$ cat config.mk
export PLATFORM = sky130hd
export DESIGN_NAME = uart_rx_ctrl_flat
export DESIGN_NICKNAME = d
export VERILOG_FILES = /design/src/rtl/uart_rx_ctrl_if.sv /design/src/rtl/uart_rx_ctrl.sv /design/src/flat_wrapper.sv
export SDC_FILE = /design/constraint.sdc
export NUM_CORES = 1
export LEC_CHECK = 0
export CORE_MARGIN = 1.5
export CORE_UTILIZATION = 54
export CTS_CLUSTER_DIAMETER = 30
export DETAILED_ROUTE_END_ITERATION = 16
export PLACE_DENSITY = 0.91
export SLEW_MARGIN = 30
export SYNTH_ARGS = -nofsm -noshare
export SYNTH_HDL_FRONTEND = slang
export SYNTH_SLANG_ARGS = --single-unit
export TNS_END_PERCENT = 100
$ cat constraint.sdc
create_clock -name clock_i -period 3.3 [get_ports clock_i]
set_input_delay 0.66 -clock clock_i [delete_from_list [all_inputs] [get_ports clock_i]]
set_output_delay 0.66 -clock clock_i [all_outputs]
set_load 0.02 [all_outputs]
$ cat src/rtl/uart_rx_ctrl_if.sv
// rtl/uart_rx_ctrl_if.sv - receiver handshake and FIFO read stream bundle for uart_rx_ctrl
interface uart_rx_ctrl_if;
  logic [7:0] rx_data_i;
  logic       rx_ready_i;
  logic       rx_ack_o;
  logic [7:0] rd_data_o;
  logic       rd_valid_o;
  logic       rd_ready_i;

  // Controller side: acknowledges the receiver and sources the read stream
  modport master (
    input  rx_data_i, rx_ready_i, rd_ready_i,
    output rx_ack_o, rd_data_o, rd_valid_o
  );

  // Environment side: receiver plus downstream consumer
  modport slave (
    output rx_data_i, rx_ready_i, rd_ready_i,
    input  rx_ack_o, rd_data_o, rd_valid_o
  );
endinterface

$ cat src/rtl/uart_rx_ctrl.sv
// rtl/uart_rx_ctrl.sv - UART receive controller: ack FSM, receive FIFO, idle-gated config apply (optional UART_RX_CTRL_OVERFLOW_COUNT_EN)
module uart_rx_ctrl #(
  parameter int CLOCK_DIVIDER_WIDTH = 16,
  parameter int DEFAULT_DIVIDER     = 87,
  parameter int FIFO_DEPTH          = 4
) (
  input  logic                           clock_i,
  input  logic                           reset_i,
  input  logic                           serial_i,
  input  logic                           cfg_write_i,
  input  logic [CLOCK_DIVIDER_WIDTH-1:0] cfg_divider_i,
  input  logic                           cfg_parity_bit_i,
  input  logic                           cfg_parity_even_i,
  output logic                           cfg_pending_o,
  output logic [CLOCK_DIVIDER_WIDTH-1:0] clock_divider_o,
  output logic                           parity_bit_o,
  output logic                           parity_even_o,
  uart_rx_ctrl_if.master                 bus,
  output logic [$clog2(FIFO_DEPTH):0]    fifo_count_o,
  output logic                           overflow_o,
  input  logic                           overflow_clear_i,
  output logic [7:0]                     overflow_count_o
);

  localparam int PTR_W = $clog2(FIFO_DEPTH);
  localparam int CNT_W = PTR_W + 1;
  localparam logic [CNT_W-1:0] FULL_COUNT = CNT_W'(FIFO_DEPTH);
  localparam logic [3:0] IDLE_BITS_MAX = 4'd11;

  typedef enum logic [1:0] {
    ST_IDLE,
    ST_ACK,
    ST_RELEASE
  } ack_state_t;

  ack_state_t state_q;
  logic       rx_ack_q;

  logic [7:0]       mem_q [FIFO_DEPTH];
  logic [PTR_W-1:0] wr_ptr_q;
  logic [PTR_W-1:0] rd_ptr_q;
  logic [CNT_W-1:0] count_q;
  logic [CNT_W-1:0] count_d;
  logic             overflow_q;

  logic [CLOCK_DIVIDER_WIDTH-1:0] pend_divider_q;
  logic                           pend_parity_bit_q;
  logic                           pend_parity_even_q;
  logic                           pending_q;
  logic [CLOCK_DIVIDER_WIDTH-1:0] divider_q;
  logic                           parity_bit_q;
  logic                           parity_even_q;

  logic [CLOCK_DIVIDER_WIDTH-1:0] bit_timer_q;
  logic [3:0]                     idle_bits_q;

  logic capture;
  logic pop;
  logic full;
  logic push;
  logic drop;
  logic cfg_accept;
  logic cfg_apply;
  logic bit_wrap;

  // A capture happens only from IDLE, so one rx_ready assertion yields one byte
  assign capture = (state_q == ST_IDLE) && bus.rx_ready_i;
  assign pop     = (count_q != '0) && bus.rd_ready_i;
  assign full    = (count_q == FULL_COUNT);
  // A pop on the same edge frees the slot the full FIFO needs
  assign push    = capture && (!full || pop);
  assign drop    = capture && full && !pop;

  assign cfg_accept = cfg_write_i && (cfg_divider_i >= CLOCK_DIVIDER_WIDTH'(2));
  assign cfg_apply  = pending_q && (idle_bits_q == IDLE_BITS_MAX);
  assign bit_wrap   = (bit_timer_q == divider_q - CLOCK_DIVIDER_WIDTH'(1));

  // Next occupancy from the push/pop pair
  always_comb begin
    count_d = count_q;
    case ({push, pop})
      2'b10:   count_d = count_q + CNT_W'(1);
      2'b01:   count_d = count_q - CNT_W'(1);
      default: count_d = count_q;
    endcase
  end

  // Ack FSM: four-phase handshake with a one-cycle low gap between acks
  always_ff @(posedge clock_i or posedge reset_i) begin
    if (reset_i) begin
      state_q  <= ST_IDLE;
      rx_ack_q <= 1'b0;
    end else begin
      case (state_q)
        ST_IDLE: begin
          if (bus.rx_ready_i) begin
            rx_ack_q <= 1'b1;
            state_q  <= ST_ACK;
          end
        end
        ST_ACK: begin
          if (!bus.rx_ready_i) begin
            rx_ack_q <= 1'b0;
            state_q  <= ST_RELEASE;
          end
        end
        ST_RELEASE: begin
          rx_ack_q <= 1'b0;
          state_q  <= ST_IDLE;
        end
        default: begin
          rx_ack_q <= 1'b0;
          state_q  <= ST_IDLE;
        end
      endcase
    end
  end

  // FIFO storage; contents are masked by the count so no reset is needed
  always_ff @(posedge clock_i) begin
    if (push) begin
      mem_q[wr_ptr_q] <= bus.rx_data_i;
    end
  end

  // FIFO pointers, occupancy and the sticky overflow flag
  always_ff @(posedge clock_i or posedge reset_i) begin
    if (reset_i) begin
      wr_ptr_q   <= '0;
      rd_ptr_q   <= '0;
      count_q    <= '0;
      overflow_q <= 1'b0;
    end else begin
      if (push) wr_ptr_q <= wr_ptr_q + PTR_W'(1);
      if (pop)  rd_ptr_q <= rd_ptr_q + PTR_W'(1);
      count_q <= count_d;
      if (drop) begin
        overflow_q <= 1'b1;
      end else if (overflow_clear_i) begin
        overflow_q <= 1'b0;
      end
    end
  end

`ifdef UART_RX_CTRL_OVERFLOW_COUNT_EN
  logic [7:0] ovf_count_q;

  // Saturating dropped-byte counter; a drop in the clearing cycle counts as the first
  always_ff @(posedge clock_i or posedge reset_i) begin
    if (reset_i) begin
      ovf_count_q <= 8'd0;
    end else if (drop) begin
      if (overflow_clear_i) begin
        ovf_count_q <= 8'd1;
      end else if (ovf_count_q != 8'hFF) begin
        ovf_count_q <= ovf_count_q + 8'd1;
      end
    end else if (overflow_clear_i) begin
      ovf_count_q <= 8'd0;
    end
  end

  assign overflow_count_o = ovf_count_q;
`else
  assign overflow_count_o = 8'd0;
`endif

  // Idle detector: counts whole bit times of continuous high line, saturating at 11
  always_ff @(posedge clock_i or posedge reset_i) begin
    if (reset_i) begin
      bit_timer_q <= '0;
      idle_bits_q <= 4'd0;
    end else if (!serial_i) begin
      bit_timer_q <= '0;
      idle_bits_q <= 4'd0;
    end else if (bit_wrap) begin
      bit_timer_q <= '0;
      if (idle_bits_q != IDLE_BITS_MAX) idle_bits_q <= idle_bits_q + 4'd1;
    end else begin
      bit_timer_q <= bit_timer_q + CLOCK_DIVIDER_WIDTH'(1);
    end
  end

  // Pending/applied configuration; a new write coinciding with an apply stays pending
  always_ff @(posedge clock_i or posedge reset_i) begin
    if (reset_i) begin
      pend_divider_q     <= CLOCK_DIVIDER_WIDTH'(DEFAULT_DIVIDER);
      pend_parity_bit_q  <= 1'b0;
      pend_parity_even_q <= 1'b0;
      pending_q          <= 1'b0;
      divider_q          <= CLOCK_DIVIDER_WIDTH'(DEFAULT_DIVIDER);
      parity_bit_q       <= 1'b0;
      parity_even_q      <= 1'b0;
    end else begin
      if (cfg_apply) begin
        divider_q     <= pend_divider_q;
        parity_bit_q  <= pend_parity_bit_q;
        parity_even_q <= pend_parity_even_q;
        pending_q     <= 1'b0;
      end
      if (cfg_accept) begin
        pend_divider_q     <= cfg_divider_i;
        pend_parity_bit_q  <= cfg_parity_bit_i;
        pend_parity_even_q <= cfg_parity_even_i;
        pending_q          <= 1'b1;
      end
    end
  end

  assign bus.rx_ack_o   = rx_ack_q;
  assign bus.rd_valid_o = (count_q != '0);
  assign bus.rd_data_o  = (count_q != '0) ? mem_q[rd_ptr_q] : 8'h00;
  assign fifo_count_o   = count_q;
  assign overflow_o     = overflow_q;
  assign cfg_pending_o  = pending_q;
  assign clock_divider_o = divider_q;
  assign parity_bit_o   = parity_bit_q;
  assign parity_even_o  = parity_even_q;

endmodule

$ cat src/flat_wrapper.sv
// flat-port wrapper written by rule: the top's interface ports become plain ports
module uart_rx_ctrl_flat 
#(
  parameter int CLOCK_DIVIDER_WIDTH = 16,
  parameter int DEFAULT_DIVIDER     = 87,
  parameter int FIFO_DEPTH          = 4
)
  (clock_i, reset_i, serial_i, cfg_write_i, cfg_divider_i, cfg_parity_bit_i, cfg_parity_even_i, cfg_pending_o, clock_divider_o, parity_bit_o, parity_even_o, fifo_count_o, overflow_o, overflow_clear_i, overflow_count_o, bus_rx_data_i, bus_rx_ready_i, bus_rd_ready_i, bus_rx_ack_o, bus_rd_data_o, bus_rd_valid_o);
  uart_rx_ctrl_if bus_i ();
  input  logic clock_i;
  input  logic reset_i;
  input  logic serial_i;
  input  logic cfg_write_i;
  input  logic [CLOCK_DIVIDER_WIDTH-1:0] cfg_divider_i;
  input  logic cfg_parity_bit_i;
  input  logic cfg_parity_even_i;
  output logic cfg_pending_o;
  output logic [CLOCK_DIVIDER_WIDTH-1:0] clock_divider_o;
  output logic parity_bit_o;
  output logic parity_even_o;
  output logic [$clog2(FIFO_DEPTH):0] fifo_count_o;
  output logic overflow_o;
  input  logic overflow_clear_i;
  output logic [7:0] overflow_count_o;
  input wire logic [$bits(bus_i.rx_data_i)-1:0] bus_rx_data_i;
  input wire logic [$bits(bus_i.rx_ready_i)-1:0] bus_rx_ready_i;
  input wire logic [$bits(bus_i.rd_ready_i)-1:0] bus_rd_ready_i;
  output wire logic [$bits(bus_i.rx_ack_o)-1:0] bus_rx_ack_o;
  output wire logic [$bits(bus_i.rd_data_o)-1:0] bus_rd_data_o;
  output wire logic [$bits(bus_i.rd_valid_o)-1:0] bus_rd_valid_o;
  assign bus_i.rx_data_i = bus_rx_data_i;
  assign bus_i.rx_ready_i = bus_rx_ready_i;
  assign bus_i.rd_ready_i = bus_rd_ready_i;
  assign bus_rx_ack_o = bus_i.rx_ack_o;
  assign bus_rd_data_o = bus_i.rd_data_o;
  assign bus_rd_valid_o = bus_i.rd_valid_o;
  uart_rx_ctrl #(.CLOCK_DIVIDER_WIDTH(CLOCK_DIVIDER_WIDTH), .DEFAULT_DIVIDER(DEFAULT_DIVIDER), .FIFO_DEPTH(FIFO_DEPTH)) u_core (.clock_i(clock_i), .reset_i(reset_i), .serial_i(serial_i), .cfg_write_i(cfg_write_i), .cfg_divider_i(cfg_divider_i), .cfg_parity_bit_i(cfg_parity_bit_i), .cfg_parity_even_i(cfg_parity_even_i), .cfg_pending_o(cfg_pending_o), .clock_divider_o(clock_divider_o), .parity_bit_o(parity_bit_o), .parity_even_o(parity_even_o), .bus(bus_i), .fifo_count_o(fifo_count_o), .overflow_o(overflow_o), .overflow_clear_i(overflow_clear_i), .overflow_count_o(overflow_count_o));
endmodule
After elaboration in Yosys (flattened, before gate mapping)
Memory sizes are Yosys's and may differ from the RTL's.
Index checks and enable logic that the tools add are counted.
{ "word_totals": {"register_bits": 68, "ram_bits": 32, "elab_cells": 71, "memories": 1} }
{ "memory_table": {"columns": ["name", "words", "width", "rd", "rd_ports_with_merged_regs", "wr", "line", "text"], "rows": [
  ["u_core.mem_q", 4, 8, 1, 0, 1, "uart_rx_ctrl.sv:39", "logic [7:0] mem_q [FIFO_DEPTH];"]
]} }
{ "classes": {"add_sub_neg": 7, "order_cmp": 1, "n_eq_ne": 11, "n_mux": 19, "n_reduce_logical": 17} }
{ "ops": {"columns": ["op", "n"], "rows": [
  ["16-bit two-way mux", 2],
  ["16-bit by 1-bit adder with 16-bit output, second input constant", 1],
  ["16-bit equality test", 1],
  ["16-bit by 2-bit greater-or-equal comparator with 1-bit output, second input constant", 1],
  ["16-bit by 1-bit subtractor with 16-bit output, second input constant", 1],
  ["4-bit two-way mux", 3],
  ["1-bit two-way mux", 8],
  ["8-bit two-way mux", 1],
  ["1-bit logical AND", 7],
  ["3-bit one-hot mux with 2 select lines", 1],
  ["2-bit nonzero test", 3],
  ["2-bit by 1-bit adder with 2-bit output, second input constant", 2],
  ["4-bit by 1-bit adder with 4-bit output, second input constant", 1],
  ["2-bit by 1-bit equality test with 1-bit output, second input constant", 2],
  ["4-bit equality test, second input constant", 1],
  ["2-bit two-way mux", 2],
  ["2-bit by 1-bit != test with 1-bit output, second input constant", 2],
  ["2-bit != test, second input constant", 2],
  ["4-bit != test, second input constant", 1],
  ["2-bit one-hot mux with 2 select lines", 1],
  ["2-bit AND reduction", 2],
  ["3-bit by 1-bit adder with 3-bit output, second input constant", 1],
  ["3-bit equality test, second input constant", 1],
  ["3-bit nonzero test", 1],
  ["other kinds (6)", 7]
]} }

Logic depth before layout (Yosys ltp)
{ "depth": {"word_depth": 6, "mapped_depth": 10} }

Worst setup path after synthesis
Ideal clock, no wire load.
{ "synth_path": {"path_kind": "register -> register", "startpoint": "register u_core.divider_q[0], in the netlist u_core.clock_divider_o[0]", "endpoint": "register u_core.bit_timer_q[10]", "setup_ps": 121, "t_arrival_ps": 2547, "slack_ps": 632, "path_stages_with_launch": 10, "synth_period_minus_slack_ps": 2668, "path_cell_list": "dfstp_2 -> inv_1 -> ha_1 -> xnor2_1 -> or4_1 -> a221oi_2 -> nand4_1 -> o21ai_2 -> buf_2 -> nor2_1"} }
{ "synth_between": {"elab_chain_cells": 4} }
{ "synth_lines": {"columns": ["element", "line", "text"], "rows": [
  ["start: declaration", "uart_rx_ctrl.sv:50", "logic [CLOCK_DIVIDER_WIDTH-1:0] divider_q;"],
  ["start signal: assignment", "uart_rx_ctrl.sv:191", "divider_q <= CLOCK_DIVIDER_WIDTH'(DEFAULT_DIVIDER);"],
  ["start signal: assignment", "uart_rx_ctrl.sv:196", "divider_q <= pend_divider_q;"],
  ["16-bit by 1-bit subtractor with 16-bit output", "uart_rx_ctrl.sv:76", "assign bit_wrap = (bit_timer_q == divider_q - CLOCK_DIVIDER_WIDTH'(1));"],
  ["16-bit equality test", "uart_rx_ctrl.sv:76", null],
  ["16-bit two-way mux", "uart_rx_ctrl.sv:176", "end else if (bit_wrap) begin"],
  ["16-bit two-way mux", "uart_rx_ctrl.sv:173", "end else if (!serial_i) begin"],
  ["end signal: assignment", "uart_rx_ctrl.sv:180", "bit_timer_q <= bit_timer_q + CLOCK_DIVIDER_WIDTH'(1);"],
  ["end: declaration", "uart_rx_ctrl.sv:54", "logic [CLOCK_DIVIDER_WIDTH-1:0] bit_timer_q;"]
]} }
No other way between the ends.
A chain may end at the register's enable or synchronous reset.

Worst setup path after layout
{ "layout_path": {"startpoint": "register u_core.rd_ptr_q[0]", "endpoint": "output port bus_rd_data_o[0]"} }
{ "layout_between": {"elab_chain_cells": 2} }
{ "layout_lines": {"columns": ["element", "line", "text"], "rows": [
  ["start: declaration", "uart_rx_ctrl.sv:41", "logic [PTR_W-1:0] rd_ptr_q;"],
  ["start signal: assignment", "uart_rx_ctrl.sv:135", "if (pop) rd_ptr_q <= rd_ptr_q + PTR_W'(1);"],
  ["memory read 4 x 8 bit", null, null],
  ["8-bit two-way mux", "uart_rx_ctrl.sv:212", "assign bus.rd_data_o = (count_q != '0) ? mem_q[rd_ptr_q] : 8'h00;"],
  ["end: declaration", "flat_wrapper.sv:29", "output wire logic [$bits(bus_i.rd_data_o)-1:0] bus_rd_data_o;"]
]} }
No other way between the ends.

==> qor.yml <==
grt_first_pass_wirelength_um: 16600
synthAdderAreaFrac_pct: 2.26
synth_top_family_by_area: "simple AND/OR/NAND/NOR gates"
rsz0062_at_grt: "false"
finalHoldViolCount: 0
drive_gt1_share_pct: 19.2
fin_util_pct: 66.5
tightest_slew_ns: 0.681
cpLargestDelayFamily: "flip-flops"
yosysMostFrequentCell: "dfrtp_1"
grt_use_met2_pct: 38.5
power_frac_seq_pct: 48.2
ctsRootBufferMaster: "clkbuf_8"
cts_buffer_depth: 2
dr.pass1.iters: 4
yosysTopAreaCellShare_pct: 29.9
drv_cap: 0
cts_tree: "yes"
cp.buffers_inverters: 1
clock_latency_ns: 0.36
startpoint_type: "flip-flop"
swShare_pct: 30.3
synth.area.top_cells: "dfrtp_1 30%, edfxtp_1 20%, mux2_2 8.5%, dfstp_2 5.5%, mux4_2 3.8%"
ys_ff_latch: 99
setup_viol: 0
slew_viol_final: 0
core_mm2: 0.00864
grt_util_met1_pct: 26.9
synthMuxAreaShare_pct: 12.3
portBuffers: 65
routed_wl_um: 9800
clock-sinks: 99
critPathRequiredTime_ns: 2.64
cts_buffers: 9
row_count: 34
fin_tns_setup_ns: 0
post_synth_xor_area_fraction_pct: 7.83
skew_ns: 0.0118
synth_cells: 378
grt_max_degree: 36
pwr-share-comb_pct: 27.1
syn_avg_cell_area_um2: 12.6
syn_area_mm2: 0.00476
grtUsageTotal_pct: 22.3
grt_pass1_vias: 3411
io_pins: 74
ys_warn_count: 0
period_share_pct: 92.2
outcome: "completed"
yosys.area_share.simple_pct: 13.6
synth_edf_count: 32
ant_nets: 0
ys_async_sr_fraction_pct: 67.7
cts_resized: 0
rrSetupSlack_ns: 0.43
yosys.area.top_type: "dfrtp_1"
hpwl_um: 7090
fin_cells: 561
synthTopCellsByCount: "57 x dfrtp_1, 36 x mux2_2, 32 x edfxtp_1"
slew_headroom_pct: 54.6
vias: 3202
cts_hold_buf: 0
hp-class: "flip-flop to flip-flop"
power.density_mw_per_mm2: 550
finalNetCount: 489
setup_ws_ns: 0.257
dpl_worst_slack_ns: 0.436
drcViolationCount: 0
ys.flop_type: "dfrtp_1"
path_cells: "mux4_2 > and2_1 > clkdlybuf4s50_1"
slowest_stage: "dfrtp_1"
wl_per_cell_um: 17.5
vias_per_cell: 5.71
antenna_cells: 0
p_leak_nw: 2.31
critPathKind: "flip-flop to output port"
min_period_ns: 3.04
clk_pin_slew_worst_paths_ns: 0.10
p_switching_mw: 0.955
initial_core_util_pct: 55.2
die_y_um: 96.9
h-tree-depth: 3
cts_setup_buffers: 0
fmax_mhz: 329
dieWidth_um: 96.9
grt-ovfl-total: 0
antenna_found_initial: 0
power_mw: 3.16
yosysSeqAreaShare_pct: 55.6
clockPowerShare_pct: 24.7
drtIter0Drc: 165
syn2layout_area_growth_pct: 20.6
cp-end-kind: "output port"
synth_compound_area_share_pct: 4.81
ir_drop_mv: 0.328
top_usage_layer: "met2"
synthDistinctLibCells: 55
cell_internal_pwr_mw: 2.20
cp.arrival_ns: 2.38
routabilityCongestion: 0.786
use_met3_pct: 6.00
cpPeakStageDelay_ns: 0.73
placed_cells: 545
crit_fanout: 10
dieArea_mm2: 0.00939
## per-stage QoR
step	instance area [um^2]	hold WS [ns]
after global routing	5740	0.471
after floorplan	4790	0.406
after detailed placement	5540	0.426
final	5740	0.435
after global placement	5540	0.416
after CTS	5740	0.439
## path summary, 6_finish.rpt
kind	end	cells after the start	start
worst max register to register	u_core.idle_bits_q[3]	8	u_core.clock_divider_o[0]
worst min-delay path	u_core.bus.rx_ack_o	1	u_core.state_q[1]
worst max-delay path	bus_rd_data_o[0]	3	u_core.rd_ptr_q[0]
min in group asynchronous	u_core.pend_parity_even_q	2	reset_i
worst min register to register	u_core.bus.rx_ack_o	1	u_core.state_q[1]
max in group asynchronous	u_core.pend_divider_q[6]	3	reset_i
## power by group through the flow
| stage | combinational (mW) | clock, mW | sequential, mW |
|---|---|---|---|
| after floorplan | 0.561 | 0 | 1.50 |
| final | 0.855 | 0.781 | 1.52 |
| after CTS | 0.864 | 0.798 | 1.52 |
| after global routing | 0.927 | 0.851 | 1.54 |
| after detailed placement | 0.860 | 0 | 1.55 |
| after global placement | 0.818 | 0 | 1.53 |
## routing by layer
layer | routed length [um] | vias up | share of wire (%)
met5 | 0 | - | 0
met4 | 137 | 0 | 1.4
met3 | 529 | 10 | 5.4
met2 | 5130 | 98 | 52
met1 | 4000 | 1601 | 41
li1 | - | 1493 | -
## cell type report
type	instances	area, um^2
Clock buffer	9	124
Clock inverter	7	75.1
Fill cell	607	2890
Inverter	15	56.3
Multi-Input combinational cell	250	1980
Sequential cell	99	2650
Tap cell	108	135
Timing Repair Buffer	73	723
## cells in the final DEF, fill, tap and decap left out, types with 8 or more instances in the layout
master and count:
clkdlybuf4s50_1 65, dfrtp_1 57, mux2_2 36, edfxtp_1 32
nor2_1 28, xnor2_1 20, xor2_1 20, nand3_1 17
inv_1 14, and2_1 13, nand2_1 10, dfstp_2 10
nand4_1 9, clkbuf_8 9, mux4_2 8, conb_1 8
## registers in the layout, indices dropped and copies added (netlist names), 2 cells and up
signal and flops:
u_core.mem_q 32, u_core.bit_timer_q 16, u_core.clock_divider_o 16, u_core.pend_divider_q 16, u_core.idle_bits_q 4, u_core.fifo_count_o 3, u_core.rd_ptr_q 2, u_core.wr_ptr_q 2
## cells by family (layout without fill, tap and decap cells)
| kind of cell | count (synthesis) | in the layout |
|---|---|---|
| AOI/OAI and AO/OA | 32 | 32 |
| xor gates and xnor gates | 41 | 41 |
| adders and majority gates | 8 | 8 |
| buffers and inverters | 36 | 104 |
| DFF | 99 | 99 |
| muxes | 44 | 44 |
| other | 1 | 8 |
| and+or+nand+nor | 117 | 117 |
Power figures use the tool's default switching activity.
